### src/rtl/instr_encoder_loader_if.sv
// Field-bundle stream, imem write port and session status for the instruction encoder/loader.
// The slave modport is the encoder side; the master modport is the boot loader or bench side.
interface instr_encoder_loader_if #(
    parameter int ADDR_W = 10
);
    logic              start;
    logic              in_valid;
    logic              in_ready;
    logic [2:0]        in_fmt;
    logic [6:0]        in_opcode;
    logic [4:0]        in_rd;
    logic [4:0]        in_rs1;
    logic [4:0]        in_rs2;
    logic [2:0]        in_funct3;
    logic [6:0]        in_funct7;
    logic [31:0]       in_imm;
    logic              in_last;
    logic              imem_we;
    logic [ADDR_W-1:0] imem_addr;
    logic [31:0]       imem_wdata;
    logic              busy;
    logic              done;
    logic              err;
    logic [1:0]        err_code;
    logic [ADDR_W:0]   count;

    modport master (
        output start, in_valid, in_fmt, in_opcode, in_rd, in_rs1, in_rs2,
               in_funct3, in_funct7, in_imm, in_last,
        input  in_ready, imem_we, imem_addr, imem_wdata, busy, done, err,
               err_code, count
    );

    modport slave (
        input  start, in_valid, in_fmt, in_opcode, in_rd, in_rs1, in_rs2,
               in_funct3, in_funct7, in_imm, in_last,
        output in_ready, imem_we, imem_addr, imem_wdata, busy, done, err,
               err_code, count
    );
endinterface

### src/rtl/instr_encoder_loader.sv
// Streaming RV64I field-to-word encoder that writes packed instructions into consecutive imem words.
// Bad bundles are dropped and the first error cause of a session is latched.
module instr_encoder_loader #(
    parameter int ADDR_W    = 10,
    parameter int BASE_ADDR = 0
) (
    input  logic                  clk,
    input  logic                  reset,
    instr_encoder_loader_if.slave bus
);
    typedef enum logic [1:0] {
        S_IDLE,
        S_LOAD,
        S_FLUSH,
        S_DONE
    } state_t;

    localparam logic [2:0] F_R = 3'd0;
    localparam logic [2:0] F_I = 3'd1;
    localparam logic [2:0] F_S = 3'd2;
    localparam logic [2:0] F_B = 3'd3;
    localparam logic [2:0] F_U = 3'd4;
    localparam logic [2:0] F_J = 3'd5;

    localparam logic [1:0] E_FMT   = 2'd0;
    localparam logic [1:0] E_RANGE = 2'd1;
    localparam logic [1:0] E_ALIGN = 2'd2;
    localparam logic [1:0] E_OVF   = 2'd3;

    localparam logic [ADDR_W:0]   DEPTH_C = (ADDR_W+1)'(1) << ADDR_W;
    localparam logic [ADDR_W-1:0] BASE_C  = ADDR_W'(BASE_ADDR);

    state_t            r_state;
    state_t            w_state_next;
    logic              r_we;
    logic [ADDR_W-1:0] r_addr;
    logic [31:0]       r_wdata;
    logic              r_done;
    logic              r_err;
    logic [1:0]        r_err_code;
    logic [ADDR_W:0]   r_count;

    logic              w_xfer;
    logic              w_start;
    logic [31:0]       w_word;
    logic              w_drop;
    logic [1:0]        w_drop_code;
    logic              w_fmt_bad;
    logic              w_align_bad;
    logic              w_range_bad;
    logic              w_ovf;
    logic [ADDR_W-1:0] w_ptr;
    logic signed [31:0] w_simm;
    logic [31:0]       w_imm;

    assign w_imm   = bus.in_imm;
    assign w_simm  = signed'(bus.in_imm);
    assign w_xfer  = bus.in_valid && (r_state == S_LOAD);
    assign w_start = bus.start && ((r_state == S_IDLE) || (r_state == S_DONE));
    // Count never exceeds DEPTH, so the low bits are the offset of the next free word.
    assign w_ptr   = BASE_C + r_count[ADDR_W-1:0];

    always_ff @(posedge clk or posedge reset) begin
        if (reset) begin
            r_state <= S_IDLE;
        end else begin
            r_state <= w_state_next;
        end
    end

    always_comb begin
        w_state_next = r_state;
        case (r_state)
            S_IDLE:  if (w_start) w_state_next = S_LOAD;
            S_LOAD:  if (w_xfer && bus.in_last) w_state_next = S_FLUSH;
            S_FLUSH: w_state_next = S_DONE;
            S_DONE:  if (w_start) w_state_next = S_LOAD;
            default: w_state_next = S_IDLE;
        endcase
    end

    always_comb begin
        w_word = 32'd0;
        case (bus.in_fmt)
            F_R: w_word = {bus.in_funct7, bus.in_rs2, bus.in_rs1, bus.in_funct3, bus.in_rd, bus.in_opcode};
            F_I: w_word = {w_imm[11:0], bus.in_rs1, bus.in_funct3, bus.in_rd, bus.in_opcode};
            F_S: w_word = {w_imm[11:5], bus.in_rs2, bus.in_rs1, bus.in_funct3, w_imm[4:0], bus.in_opcode};
            F_B: w_word = {w_imm[12], w_imm[10:5], bus.in_rs2, bus.in_rs1, bus.in_funct3,
                           w_imm[4:1], w_imm[11], bus.in_opcode};
            F_U: w_word = {w_imm[31:12], bus.in_rd, bus.in_opcode};
            F_J: w_word = {w_imm[20], w_imm[10:1], w_imm[11], w_imm[19:12], bus.in_rd, bus.in_opcode};
            default: w_word = 32'd0;
        endcase
    end

    always_comb begin
        w_fmt_bad   = (bus.in_fmt > F_J);
        w_align_bad = (((bus.in_fmt == F_B) || (bus.in_fmt == F_J)) && w_imm[0])
                   || ((bus.in_fmt == F_U) && (w_imm[11:0] != 12'd0));
        w_range_bad = 1'b0;
        case (bus.in_fmt)
            F_I, F_S: w_range_bad = (w_simm < -32'sd2048)    || (w_simm > 32'sd2047);
            F_B:      w_range_bad = (w_simm < -32'sd4096)    || (w_simm > 32'sd4094);
            F_J:      w_range_bad = (w_simm < -32'sd1048576) || (w_simm > 32'sd1048574);
            default:  w_range_bad = 1'b0;
        endcase
        w_ovf = (r_count == DEPTH_C);

        w_drop      = 1'b1;
        w_drop_code = E_FMT;
        if (w_fmt_bad) begin
            w_drop_code = E_FMT;
        end else if (w_align_bad) begin
            w_drop_code = E_ALIGN;
        end else if (w_range_bad) begin
            w_drop_code = E_RANGE;
        end else if (w_ovf) begin
            w_drop_code = E_OVF;
        end else begin
            w_drop = 1'b0;
        end
    end

    always_ff @(posedge clk or posedge reset) begin
        if (reset) begin
            r_we       <= 1'b0;
            r_addr     <= '0;
            r_wdata    <= '0;
            r_done     <= 1'b0;
            r_err      <= 1'b0;
            r_err_code <= 2'd0;
            r_count    <= '0;
        end else begin
            r_we <= 1'b0;
            if (w_start) begin
                r_done     <= 1'b0;
                r_err      <= 1'b0;
                r_err_code <= 2'd0;
                r_count    <= '0;
            end
            if (r_state == S_FLUSH) begin
                r_done <= 1'b1;
            end
            if (w_xfer) begin
                if (w_drop) begin
                    // Only the first failure of the session is reported.
                    if (!r_err) r_err_code <= w_drop_code;
                    r_err <= 1'b1;
                end else begin
                    r_we    <= 1'b1;
                    r_addr  <= w_ptr;
                    r_wdata <= w_word;
                    r_count <= r_count + (ADDR_W+1)'(1);
                end
            end
        end
    end

    assign bus.in_ready   = (r_state == S_LOAD);
    assign bus.busy       = (r_state == S_LOAD) || (r_state == S_FLUSH);
    assign bus.imem_we    = r_we;
    assign bus.imem_addr  = r_addr;
    assign bus.imem_wdata = r_wdata;
    assign bus.done       = r_done;
    assign bus.err        = r_err;
    assign bus.err_code   = r_err_code;
    assign bus.count      = r_count;
endmodule

### src/flat_wrapper.sv
// flat-port wrapper written by rule: the top's interface ports become plain ports
module instr_encoder_loader_flat 
#(
    parameter int ADDR_W    = 10,
    parameter int BASE_ADDR = 0
)
  (clk, reset, bus_start, bus_in_valid, bus_in_fmt, bus_in_opcode, bus_in_rd, bus_in_rs1, bus_in_rs2, bus_in_funct3, bus_in_funct7, bus_in_imm, bus_in_last, bus_in_ready, bus_imem_we, bus_imem_addr, bus_imem_wdata, bus_busy, bus_done, bus_err, bus_err_code, bus_count);
  instr_encoder_loader_if #(.ADDR_W(ADDR_W)) bus_i ();
  input  logic clk;
  input  logic reset;
  input wire logic [$bits(bus_i.start)-1:0] bus_start;
  input wire logic [$bits(bus_i.in_valid)-1:0] bus_in_valid;
  input wire logic [$bits(bus_i.in_fmt)-1:0] bus_in_fmt;
  input wire logic [$bits(bus_i.in_opcode)-1:0] bus_in_opcode;
  input wire logic [$bits(bus_i.in_rd)-1:0] bus_in_rd;
  input wire logic [$bits(bus_i.in_rs1)-1:0] bus_in_rs1;
  input wire logic [$bits(bus_i.in_rs2)-1:0] bus_in_rs2;
  input wire logic [$bits(bus_i.in_funct3)-1:0] bus_in_funct3;
  input wire logic [$bits(bus_i.in_funct7)-1:0] bus_in_funct7;
  input wire logic [$bits(bus_i.in_imm)-1:0] bus_in_imm;
  input wire logic [$bits(bus_i.in_last)-1:0] bus_in_last;
  output wire logic [$bits(bus_i.in_ready)-1:0] bus_in_ready;
  output wire logic [$bits(bus_i.imem_we)-1:0] bus_imem_we;
  output wire logic [$bits(bus_i.imem_addr)-1:0] bus_imem_addr;
  output wire logic [$bits(bus_i.imem_wdata)-1:0] bus_imem_wdata;
  output wire logic [$bits(bus_i.busy)-1:0] bus_busy;
  output wire logic [$bits(bus_i.done)-1:0] bus_done;
  output wire logic [$bits(bus_i.err)-1:0] bus_err;
  output wire logic [$bits(bus_i.err_code)-1:0] bus_err_code;
  output wire logic [$bits(bus_i.count)-1:0] bus_count;
  assign bus_i.start = bus_start;
  assign bus_i.in_valid = bus_in_valid;
  assign bus_i.in_fmt = bus_in_fmt;
  assign bus_i.in_opcode = bus_in_opcode;
  assign bus_i.in_rd = bus_in_rd;
  assign bus_i.in_rs1 = bus_in_rs1;
  assign bus_i.in_rs2 = bus_in_rs2;
  assign bus_i.in_funct3 = bus_in_funct3;
  assign bus_i.in_funct7 = bus_in_funct7;
  assign bus_i.in_imm = bus_in_imm;
  assign bus_i.in_last = bus_in_last;
  assign bus_in_ready = bus_i.in_ready;
  assign bus_imem_we = bus_i.imem_we;
  assign bus_imem_addr = bus_i.imem_addr;
  assign bus_imem_wdata = bus_i.imem_wdata;
  assign bus_busy = bus_i.busy;
  assign bus_done = bus_i.done;
  assign bus_err = bus_i.err;
  assign bus_err_code = bus_i.err_code;
  assign bus_count = bus_i.count;
  instr_encoder_loader #(.ADDR_W(ADDR_W), .BASE_ADDR(BASE_ADDR)) u_core (.clk(clk), .reset(reset), .bus(bus_i));
endmodule
### config.mk
export PLATFORM = sky130hd
export DESIGN_NAME = instr_encoder_loader_flat
export DESIGN_NICKNAME = d
export VERILOG_FILES = /design/src/rtl/instr_encoder_loader_if.sv /design/src/rtl/instr_encoder_loader.sv /design/src/flat_wrapper.sv
export SDC_FILE = /design/constraint.sdc
export NUM_CORES = 1
export LEC_CHECK = 0
export CAP_MARGIN = 20
export CORE_MARGIN = 5
export CORE_UTILIZATION = 47
export DETAILED_ROUTE_END_ITERATION = 16
export PLACE_DENSITY = 0.86
export SYNTH_ARGS = -nofsm -noshare
export SYNTH_HDL_FRONTEND = slang
export SYNTH_SLANG_ARGS = --single-unit
### constraint.sdc
create_clock -name clk -period 2.8 [get_ports clk]
set_input_delay 0.56 -clock clk [delete_from_list [all_inputs] [get_ports clk]]
set_output_delay 0.56 -clock clk [all_outputs]
set_load 0.02 [all_outputs]
==> flow_metrics.py <==
metrics = {
    "hold_path": {
        "hp-class": "reg2reg",
    },
    "sta": {
        "fin_crit_sh_pct": 95.8,
        "maxSlewViolCount": 0,
        "max-slew-margin-rel_pct": 73.6,
        "hold_viol_final": 0,
        "finClkSkew_ns": 0.0111,
        "worstMarginPinSlew_ns": 0.392,
        "finalCriticalPeriod_ns": 2.68,
        "setup_viol": 0,
        "whs_ns": 0.482,
        "tns_ns": 0,
        "max_freq_mhz": 373,
    },
    "grt": {
        "grt_first_pass_wirelength_mm": 17.8,
        "grt_antenna_before_repair": 0,
        "grt_pass1_vias": 3615,
        "grt_remaining_overflow": 0,
        "grt_util_all_layers_pct": 25.7,
        "grt_max_degree": 46,
    },
    "critical_path": {
        "endpoint_kind": "flip-flop",
        "required_ns": 3.04,
        "crit_slowest_cell": "clkdlybuf4s50_1",
        "r2r_slack_ns": 0.70,
        "timing.rr.start": "u_core.bus.count[9]$_DFF_PP0_",
        "worstPathArrival_ns": 2.92,
        "endpoint": "u_core.bus.imem_addr[6]$_DFFE_PP0P_",
        "crit_path_start": "bus_in_imm[22]",
        "critPathMaxFanout": 17,
        "crit_type": "in2reg",
        "crit_chain": "clkdlybuf4s50_1, buf_4, nand4_1, nor3_1, and2_1, a22oi_1, nor3_4, buf_12, mux2_2",
        "reg2reg_depth": 7,
        "slowest_delay_ns": 0.52,
        "rr_endpoint": "u_core.bus.count[6]$_DFF_PP0_",
        "cp-start-kind": "primary input",
    },
    "cells_and_area": {
        "antenna-diode-count": 0,
        "syn2layout_area_growth_pct": 62.8,
        "final_cells": 638,
        "fin_area_sq_mm": 0.00533,
        "n_fill_cell": 471,
        "nNetsFinal": 614,
        "drive_above_1_share_pct": 15.1,
    },
    "routing": {
        "postRouteAntennaNets": 0,
        "via_per_inst": 5.59,
        "drc": 0,
        "drt-pass1-iter-count": 5,
        "wl_per_cell_um": 17.4,
        "num_vias": 3565,
        "routed_wl_mm": 11.1,
        "drt-initial-drc-count": 188,
    },
    "logic_synthesis": {
        "synth-simple-area-share_pct": 20.0,
        "synth_area_leaders": "dfrtp_1 46%, a21oi_1 6.1%, nor2_1 5.5%",
        "synth-seq-area-share_pct": 45.8,
        "ys_types": 41,
        "ys.warnings.count": 0,
        "synthFlopType": "dfrtp_1",
        "ys_ff_latch": 60,
        "syn_area_sq_mm": 0.00328,
        "synth-compound-area-share_pct": 19.2,
        "synth.area.mux_share_pct": 7.18,
        "synthesis.instances": 369,
        "yosysTopAreaCell": "dfrtp_1",
        "syn_nets": 446,
        "async_flop_share_pct": 100,
        "synth-edff-count": 0,
        "synthXorXnorAreaFrac_pct": 0.535,
        "avgSynthCellArea_sq_um": 8.88,
        "synthAdderAreaFrac_pct": 1.91,
        "synth_top_family_by_area": "simple AND/OR/NAND/NOR gates",
        "yosysTopAreaCellShare_pct": 45.8,
    },
    "power_and_ir_drop": {
        "intPower_mw": 2.75,
        "power_frac_clock_pct": 25.3,
        "switching_power_mw": 1.50,
        "seqPwrFrac_pct": 31.2,
        "netSwitchingFraction_pct": 35.3,
        "leakagePower_nw": 2.29,
        "finalPower_mw": 4.25,
        "combinationalPowerShare_pct": 43.5,
        "ir_worst_vdd_v": 0.000495,
        "power_density_mw_per_mm2": 797,
    },
    "floorplanning": {
        "die_area_sq_mm": 0.00874,
        "core-area_sq_mm": 0.00679,
        "num_rows": 30,
        "die_h_um": 93.5,
        "dieWidth_um": 93.5,
        "start_util_pct": 48.2,
        "io_pins": 132,
    },
    "clock_network": {
        "numCtsBuffers": 9,
        "clk-insertion-delay-late_ns": 0.35,
        "cts_root_buffer": "clkbuf_8",
        "cts_sinks": 60,
        "clk_pin_slew_ns": 0.07,
        "htreeDepth": 3,
        "ctsLongestPathBuffers": 2,
        "cts_tree": "yes",
        "post-cts-setup-buffers": 0,
    },
    "placed_design": {
        "dp_hpwl_mm": 8.11,
        "numPortBuffers": 131,
        "dp_cells": 622,
        "dpl_cell_area_sq_mm": 0.00503,
        "gp_routability_congestion": 0.902,
    },
    "run_status": {
        "status": "completed",
    },
    "run": {
        "maxCapViolCount": 0,
    },
}
-- cell type report --
| class | instances | area [sq um] | area share [%] |
|---|---|---|---|
| timing repair buffer | 177 | 1720 | 32.2 |
| multi-input combinational | 268 | 1640 | 30.8 |
| sequential | 60 | 1500 | 28.1 |
| clock inverter | 7 | 146 | 2.74 |
| clock buffer | 9 | 124 | 2.32 |
| tap | 96 | 120 | 2.25 |
| inverter | 21 | 78.8 | 1.48 |
-- metal layers --
metal	track usage (%)	vias to the layer above	share of wire [%]
li1	-	1658	-
met1	31.9	1697	41
met2	44.0	179	49
met3	5.71	31	7.9
met4	9.16	0	2.1
met5	0	-	0
-- registers in the layout, summed over array words and instances (netlist names) --
signal	count
u_core.r_state	2
u_core.bus.count	11
u_core.bus.imem_addr	10
u_core.bus.err_code	2
u_core.bus.imem_we	1
u_core.bus.done	1
u_core.bus.err	1
u_core.bus.imem_wdata	32
-- through the flow --
step                setup slack [ns]  util, %
floorplan                      0.481        -
global placement              -0.184     74.0
detailed placement            -0.260     74.0
CTS                           0.0593     78.0
global route                -0.00548     78.5
finish                         0.118     78.5
-- critical path: cells and delay by family --
kind | cells | cell delay (ns)
AO/OA/AOI/OAI | 1 | 0.15
buffers and inverters | 3 | 0.86
AND/OR/NAND/NOR | 4 | 1.01
multiplexers | 1 | 0.33
-- power groups by stage --
stage	registers (mW)	logic [mW]	clock network, mW
2_1_floorplan	1.68	0.551	0
3_3_place_gp	1.32	1.81	0
3_5_place_dp	1.34	1.85	0
4_1_cts	1.33	1.86	1.08
5_1_grt	1.37	1.99	1.12
6_report	1.33	1.85	1.08
-- worst min path at each step --
| stage | depth (start not counted) | slack, ns | end | startpoint |
|---|---|---|---|---|
| 6_report | 1 | 0.48 | u_core.bus.done$_DFFE_PP0P_ | u_core.bus.done$_DFFE_PP0P_ |
| 5_1_grt | 1 | 0.52 | u_core.bus.done$_DFFE_PP0P_ | u_core.bus.done$_DFFE_PP0P_ |
| 4_1_cts | 1 | 0.49 | u_core.bus.done$_DFFE_PP0P_ | u_core.bus.done$_DFFE_PP0P_ |
| 3_5_place_dp | 1 | 0.47 | u_core.bus.done$_DFFE_PP0P_ | u_core.bus.done$_DFFE_PP0P_ |
| 3_3_place_gp | 1 | 0.46 | u_core.bus.done$_DFFE_PP0P_ | u_core.bus.done$_DFFE_PP0P_ |
| 2_1_floorplan | 2 | 0.50 | u_core.r_state[1]$_DFFE_PP0P_ | u_core.r_state[1]$_DFFE_PP0P_ |
-- cells in the final DEF, fill, tap and decap left out, types with 3 or more instances in the layout --
master           synthesis  final
ha_1                     5      5
nand4_1                 10     10
buf_4                    1     41
clkdlybuf4s50_1          0    131
nand2b_1                 3      3
nand2_1                 20     20
mux2_2                  12     12
nor2_1                  48     48
and3_1                   6      6
and2_1                   3      3
nor4_1                   9      6
o21ai_0                 27     27
dfrtp_1                 60     60
mux2i_1                 10     10
inv_1                   21     20
a22oi_1                 18     18
a21oi_1                 40     40
bufinv_16                0      4
buf_12                   0      5
nor4_2                   0      3
clkbuf_8                 0      9
nor3_1                   6      5
nor2b_1                 13     13
nand3_1                 14     14
a22o_1                   3      3
-- repair_timing --
item,CTS,global route
gates resized for setup,0,6
setup endpoints to repair,0,52
hold buffers,0,0
-- cell families after synthesis --
| logic type | Yosys count |
|---|---|
| simple gates | 135 |
| fa+ha+maj | 5 |
| buf+inv | 41 |
| xor+xnor | 2 |
| mux | 22 |
| flops | 60 |
| compound gates | 104 |
-- Yosys cell counts (2+ instances only) --
cell / n
nor4_1: 9
a22o_1: 3
nand2b_1: 3
a21oi_1: 40
buf_2: 13
and3_1: 6
and2_1: 3
clkbuf_1: 5
nand2_1: 20
a22oi_1: 18
nor3_1: 6
ha_1: 5
nor2b_1: 13
xnor2_1: 2
nor2_1: 48
mux2_2: 12
dfrtp_1: 60
a221o_1: 2
nand4_1: 10
inv_1: 21
mux2i_1: 10
a21o_1: 2
nand3_1: 14
o21ai_0: 27
No activity file was read; power rests on OpenSTA's default activity.
